### src/rtl/uart_pkg.sv
// Shared definitions for the UART transmit feeder: byte width and feeder FSM states.
package uart_pkg;

    localparam int unsigned BYTE_W = 8;

    typedef enum logic [1:0] {
        IDLE,
        LAUNCH,
        WAIT_BUSY,
        WAIT_DONE
    } feeder_state_t;

endpackage

### src/rtl/uart_feeder_fifo.sv
// Byte FIFO for the UART feeder; DEPTH must be a power of two so pointers wrap naturally.
module uart_feeder_fifo
    import uart_pkg::*;
#(
    parameter int unsigned DEPTH = 16
) (
    input  logic                   clk,
    input  logic                   rst,
    input  logic                   push_i,
    input  logic [BYTE_W-1:0]      push_data_i,
    input  logic                   pop_i,
    output logic [BYTE_W-1:0]      head_o,
    output logic [$clog2(DEPTH):0] count_o,
    output logic                   full_o,
    output logic                   empty_o
);

    localparam int unsigned AW = $clog2(DEPTH);

    logic [BYTE_W-1:0] mem_q [DEPTH];
    logic [AW-1:0]     wr_ptr_q;
    logic [AW-1:0]     rd_ptr_q;
    logic [AW:0]       count_q;
    logic              do_push;
    logic              do_pop;

    assign full_o  = (count_q == (AW+1)'(DEPTH));
    assign empty_o = (count_q == '0);
    assign do_push = push_i && !full_o;
    assign do_pop  = pop_i && !empty_o;
    assign head_o  = mem_q[rd_ptr_q];
    assign count_o = count_q;

    always_ff @(posedge clk) begin
        if (do_push) begin
            mem_q[wr_ptr_q] <= push_data_i;
        end
    end

    always_ff @(posedge clk) begin
        if (rst) begin
            wr_ptr_q <= '0;
            rd_ptr_q <= '0;
            count_q  <= '0;
        end else begin
            if (do_push) begin
                wr_ptr_q <= wr_ptr_q + AW'(1);
            end
            if (do_pop) begin
                rd_ptr_q <= rd_ptr_q + AW'(1);
            end
            case ({do_push, do_pop})
                2'b10:   count_q <= count_q + (AW+1)'(1);
                2'b01:   count_q <= count_q - (AW+1)'(1);
                default: count_q <= count_q;
            endcase
        end
    end

endmodule

### src/rtl/uart_tx_feeder.sv
// Feeds queued bytes to a UART transmitter one at a time using a start/busy handshake.
// Define UART_FEEDER_TIMEOUT_EN to abandon a byte whose busy never rises (sets sticky err).
module uart_tx_feeder
    import uart_pkg::*;
#(
    parameter int unsigned DEPTH     = 16,
    parameter int unsigned BUSY_WAIT = 8
) (
    input  logic                   clk,
    input  logic                   rst,
    input  logic                   in_valid,
    input  logic [BYTE_W-1:0]      in_data,
    output logic                   in_ready,
    output logic                   start,
    output logic [BYTE_W-1:0]      data,
    input  logic                   busy,
    output logic [$clog2(DEPTH):0] count,
    output logic                   idle,
    output logic                   err
);

    feeder_state_t     state_q, state_d;
    logic [BYTE_W-1:0] data_q, data_d;
    logic [BYTE_W-1:0] fifo_head;
    logic              fifo_full;
    logic              fifo_empty;
    logic              pop;
    logic              tmo_hit;

    uart_feeder_fifo #(
        .DEPTH (DEPTH)
    ) u_fifo (
        .clk         (clk),
        .rst         (rst),
        .push_i      (in_valid && in_ready),
        .push_data_i (in_data),
        .pop_i       (pop),
        .head_o      (fifo_head),
        .count_o     (count),
        .full_o      (fifo_full),
        .empty_o     (fifo_empty)
    );

    // Reset overrides occupancy so upstream sees ready throughout reset.
    assign in_ready = rst || !fifo_full;
    assign start    = (state_q == LAUNCH);
    assign data     = data_q;
    assign idle     = !busy && (rst || (fifo_empty && state_q == IDLE));

`ifdef UART_FEEDER_TIMEOUT_EN
    localparam int unsigned TW = $clog2(BUSY_WAIT + 1);

    logic [TW-1:0] tmo_cnt_q;
    logic          err_q;

    assign tmo_hit = (state_q == WAIT_BUSY) && !busy && (tmo_cnt_q == TW'(BUSY_WAIT - 1));
    assign err     = err_q;

    always_ff @(posedge clk) begin
        if (rst) begin
            tmo_cnt_q <= '0;
            err_q     <= 1'b0;
        end else begin
            tmo_cnt_q <= (state_q == WAIT_BUSY) ? tmo_cnt_q + TW'(1) : '0;
            if (tmo_hit) begin
                err_q <= 1'b1;
            end
        end
    end
`else
    assign tmo_hit = 1'b0;
    assign err     = 1'b0;
`endif

    always_comb begin
        state_d = state_q;
        data_d  = data_q;
        pop     = 1'b0;
        case (state_q)
            IDLE: begin
                if (!fifo_empty && !busy) begin
                    pop     = 1'b1;
                    data_d  = fifo_head;
                    state_d = LAUNCH;
                end
            end
            LAUNCH: state_d = WAIT_BUSY;
            WAIT_BUSY: begin
                if (busy) begin
                    state_d = WAIT_DONE;
                end else if (tmo_hit) begin
                    state_d = IDLE;
                end
            end
            WAIT_DONE: begin
                if (!busy) begin
                    state_d = IDLE;
                end
            end
            default: state_d = IDLE;
        endcase
    end

    always_ff @(posedge clk) begin
        if (rst) begin
            state_q <= IDLE;
            data_q  <= '0;
        end else begin
            state_q <= state_d;
            data_q  <= data_d;
        end
    end

endmodule

### config.mk
export PLATFORM = sky130hd
export DESIGN_NAME = uart_tx_feeder
export DESIGN_NICKNAME = d
export VERILOG_FILES = /design/src/rtl/uart_pkg.sv /design/src/rtl/uart_feeder_fifo.sv /design/src/rtl/uart_tx_feeder.sv
export SDC_FILE = /design/constraint.sdc
export NUM_CORES = 1
export LEC_CHECK = 0
export BUFFER_PORTS_ARGS = -buffer_cell sky130_fd_sc_hd__clkbuf_2
export CAP_MARGIN = 20
export CORE_AREA = 2 2 102 104
export CTS_CLUSTER_SIZE = 24
export DETAILED_ROUTE_END_ITERATION = 10
export DIE_AREA = 0 0 104 106
export HOLD_SLACK_MARGIN = 0.06
export PLACE_DENSITY = 0.83
export SYNTH_ARGS = -nofsm -noshare
export SYNTH_HDL_FRONTEND = slang
export SYNTH_SLANG_ARGS = --single-unit
### constraint.sdc
create_clock -name clk -period 5.59 [get_ports clk]
set_input_delay 0.2795 -clock clk [delete_from_list [all_inputs] [get_ports clk]]
set_output_delay 0.2795 -clock clk [all_outputs]
set_load 0.005 [all_outputs]
==> flow_summary_export.csv <==
group,metric,value,unit
timing,timing.slew.headroom,40.47,%
logic_synthesis,synthCells,390,
detailed_routing,drt-wirelength-per-cell,21.89,um
worst_setup_path,path_cells,"inv_1 > ha_1 > nor2b_1 > a21boi_2 > ha_1 > xor2_1 > ha_1 > a21oi_1 > a32oi_1 > a31oi_1 > mux2_2",
clock_tree,clk_latency,0.52,ns
global_routing,grt-ovfl-total,0,
placed_design,dp_hpwl,7810,um
die,start_util,63.48,%
logic_synthesis,synth_edf_count,128,
logic_synthesis,yosys-top-cells-area,"edfxtp_1 61%, dfxtp_1 7.3%, mux2i_1 5.5%",
timing,finalSetupTns,0,ns
logic_synthesis,synthSimpleGateAreaFrac,6.288,%
clock_tree,path_clk_slew,0.07,ns
clock_tree,ctsRootBufferMaster,"clkbuf_8",
clock_tree,clkSinkCount,151,
logic_synthesis,synthArstFlopShare,0,%
detailed_routing,drt_pass1_iterations,5,
timing,drv_slew,0,
timing,finalClockSkew,0.007370,ns
placed_design,io_buffers,27,
logic_synthesis,synth_compound_area_share,6.249,%
global_routing,grt_pass1_wl,19730,um
cells_and_area,syn_to_final_growth,10.94,%
global_routing,grt_pass1_vias,3579,
worst_setup_path,worst_setup_path_start_kind,"register",
die,die_area,11020,sq um
logic_synthesis,seq_area_frac_synth,67.81,%
clock_tree,cts_htree_levels,4,
worst_setup_path,crit_path_max_fanout,20,
detailed_routing,num_vias,3519,
cells_and_area,final_core_util,70.42,%
die,io_pins,29,
logic_synthesis,syn_nets,415,
die,die_y,106,um
timing,hold_viol_final,0,
clock_tree,cts_setup_buffers,0,
clock_tree,cts_buffers,17,
timing,period_minus_slack,3.412,ns
logic_synthesis,synthAdderAreaFrac,2.563,%
timing,finalSetupViolations,0,
global_routing,antenna_found_initial,0,
worst_setup_path,critical-path-slowest-cell,"a21boi_2",
die,die_x,104,um
worst_setup_path,crit_arrival,3.82,ns
logic_synthesis,postSynthAreaPerCell,16.28,sq um
logic_synthesis,ys_top_cells_by_count,"128 x edfxtp_1, 37 x nor2_1, 35 x mux2i_1, 23 x dfxtp_1, 17 x o22ai_1",
pwr,irDropWorstVdd,0.2334,mV
outcome,status,"complete, no violations",
global_routing,grtUsageTotal,24.24,%
die,rows,37,
detailed_routing,ant_nets,0,
cells_and_area,fin_nets,444,
clock_tree,cts_resized,0,
run,cap_violations,0,
min_path,hp-class,"input port to register",
logic_synthesis,synth-seq-cells,151,
detailed_routing,dr.first_iter.drc_count,416,
global_routing,grt_max_degree,28,
cells_and_area,drive_gt1_share,18.75,%
logic_synthesis,yosysMostFrequentCell,"edfxtp_1",
placed_design,gp_congestion,0.8480,
clock_tree,cts_buffer_depth,2,
logic_synthesis,yosys_warnings,0,
pwr,power.leakage,2.338,nW
logic_synthesis,synthMuxAreaShare,12.20,%
clock_tree,cts_tree,"done",
worst_setup_path,crit_top_cell,"ha_1",
cells_and_area,n_antenna_cell,0,
worst_setup_path,required,6.00,ns
timing,rsz0062_at_grt,"no",
detailed_routing,drcViolationCount,0,
detailed_routing,viasPerCell,6.195,
logic_synthesis,yosysTopAreaCell,"edfxtp_1",
worst_setup_path,critPathKind,"register to register",
timing,fin_crit_sh,61.04,%
logic_synthesis,synth_top_family_by_area,"multiplexers",
detailed_routing,routed_wl,12440,um
logic_synthesis,synthDistinctLibCells,52,
timing,worst_pin_slew,0.8878,ns
die,core_area,10000,sq um
clock_tree,hold_buffers,0,
logic_synthesis,synth_top_area_share,60.56,%
logic_synthesis,synth_xor_area_share,1.380,%
worst_setup_path,worst_path_largest_cell_delay,0.74,ns
logic_synthesis,synthesis.area,6347,sq um
logic_synthesis,synth_ff_type,"edfxtp_1",
pwr,p_per_area,408.1,nW/um^2
worst_setup_path,endpoint_kind,"register",
timing,fmax,293.1,MHz
[metal layers]
layer	track usage, %	wire length, um
met1	33.26	5110
met2	37.64	6002
met3	6.254	934
met4	9.846	389
met5	0	0
[power by group]
part,internal (mW),switching [mW]
registers,1.29,0.0641
clock network,0.568,0.468
logic,0.208,0.273
total,2.07,0.805
[critical path, delay by kind of cell (launching register included)]
| kind | cells | cell delay (ns) |
|---|---|---|
| compound gates | 4 | 1.30 |
| fa+ha+maj | 3 | 0.86 |
| mux | 1 | 0.35 |
| flops | 1 | 0.34 |
| simple gates | 1 | 0.23 |
| buf+inv | 1 | 0.12 |
| xor+xnor | 1 | 0.12 |
[worst paths after layout]
path | start | end | slack [ns] | depth (start not counted)
worst max-delay path | state_q[1] | u_fifo.count_o[4] | 2.18 | 11
worst min-delay path | in_valid | u_fifo.wr_ptr_q[2] | 0.20 | 4
worst max register to register | state_q[1] | u_fifo.count_o[4] | 2.18 | 11
worst min register to register | data[0] | data[0] | 0.51 | 2
[logic make-up (layout without fill, tap and decap cells)]
| family | count (synthesis) | count (layout) |
|---|---|---|
| AO/OA/AOI/OAI | 53 | 53 |
| XOR/XNOR | 10 | 10 |
| adder cells (fa/ha/maj) | 13 | 13 |
| buffers and inverters | 30 | 72 |
| flip-flops | 151 | 151 |
| multiplexers | 53 | 53 |
| other | 1 | 1 |
| AND/OR/NAND/NOR | 79 | 79 |
[cell usage in the layout (no fill, tap or decap), types with 4 or more instances in the layout]
| master | instances |
|---|---|
| nor3_1 | 6 |
| mux4_2 | 5 |
| mux2i_1 | 35 |
| mux4_1 | 11 |
| clkbuf_16 | 16 |
| inv_4 | 4 |
| ha_1 | 13 |
| a211oi_1 | 10 |
| dfxtp_1 | 22 |
| nor2b_1 | 5 |
| nand2_1 | 13 |
| o22ai_1 | 17 |
| buf_4 | 5 |
| inv_6 | 5 |
| inv_1 | 7 |
| clkbuf_2 | 27 |
| a311oi_1 | 8 |
| nor2_1 | 37 |
| edfxtp_1 | 128 |
| xor2_1 | 7 |
[final cells by class]
| cell class | instances | area [sq um] |
|---|---|---|
| tap | 136 | 170.2 |
| inverter | 7 | 26.28 |
| sequential | 151 | 4305 |
| fill | 621 | 2958 |
| multi-input combinational | 209 | 1824 |
| clock inverter | 14 | 110.1 |
| clock buffer | 18 | 427.9 |
| timing repair buffer | 33 | 177.7 |
[registers in the layout, summed over array words and instances, names as in the netlist]
register	count
u_fifo.wr_ptr_q	4
data	8
state_q	2
u_fifo.count_o	5
u_fifo.mem_q	128
u_fifo.rd_ptr_q	4
[metrics by stage]
stage | hold WS, ns | power [mW] | instances | cell area, sq um | setup slack, ns
global route | 0.2055 | 2.995 | 568 | 7042 | 1.792
detailed placement | 0.5021 | 1.852 | 535 | 6499 | 2.225
finish | 0.1956 | 2.874 | 568 | 7042 | 2.178
CTS | 0.1832 | 2.883 | 567 | 7037 | 2.210
floorplan | 0.3784 | 1.714 | 390 | 6347 | 2.643
global placement | 0.4904 | 1.822 | 534 | 6491 | 2.388
Note: power is estimated with default switching activity, not from simulation.
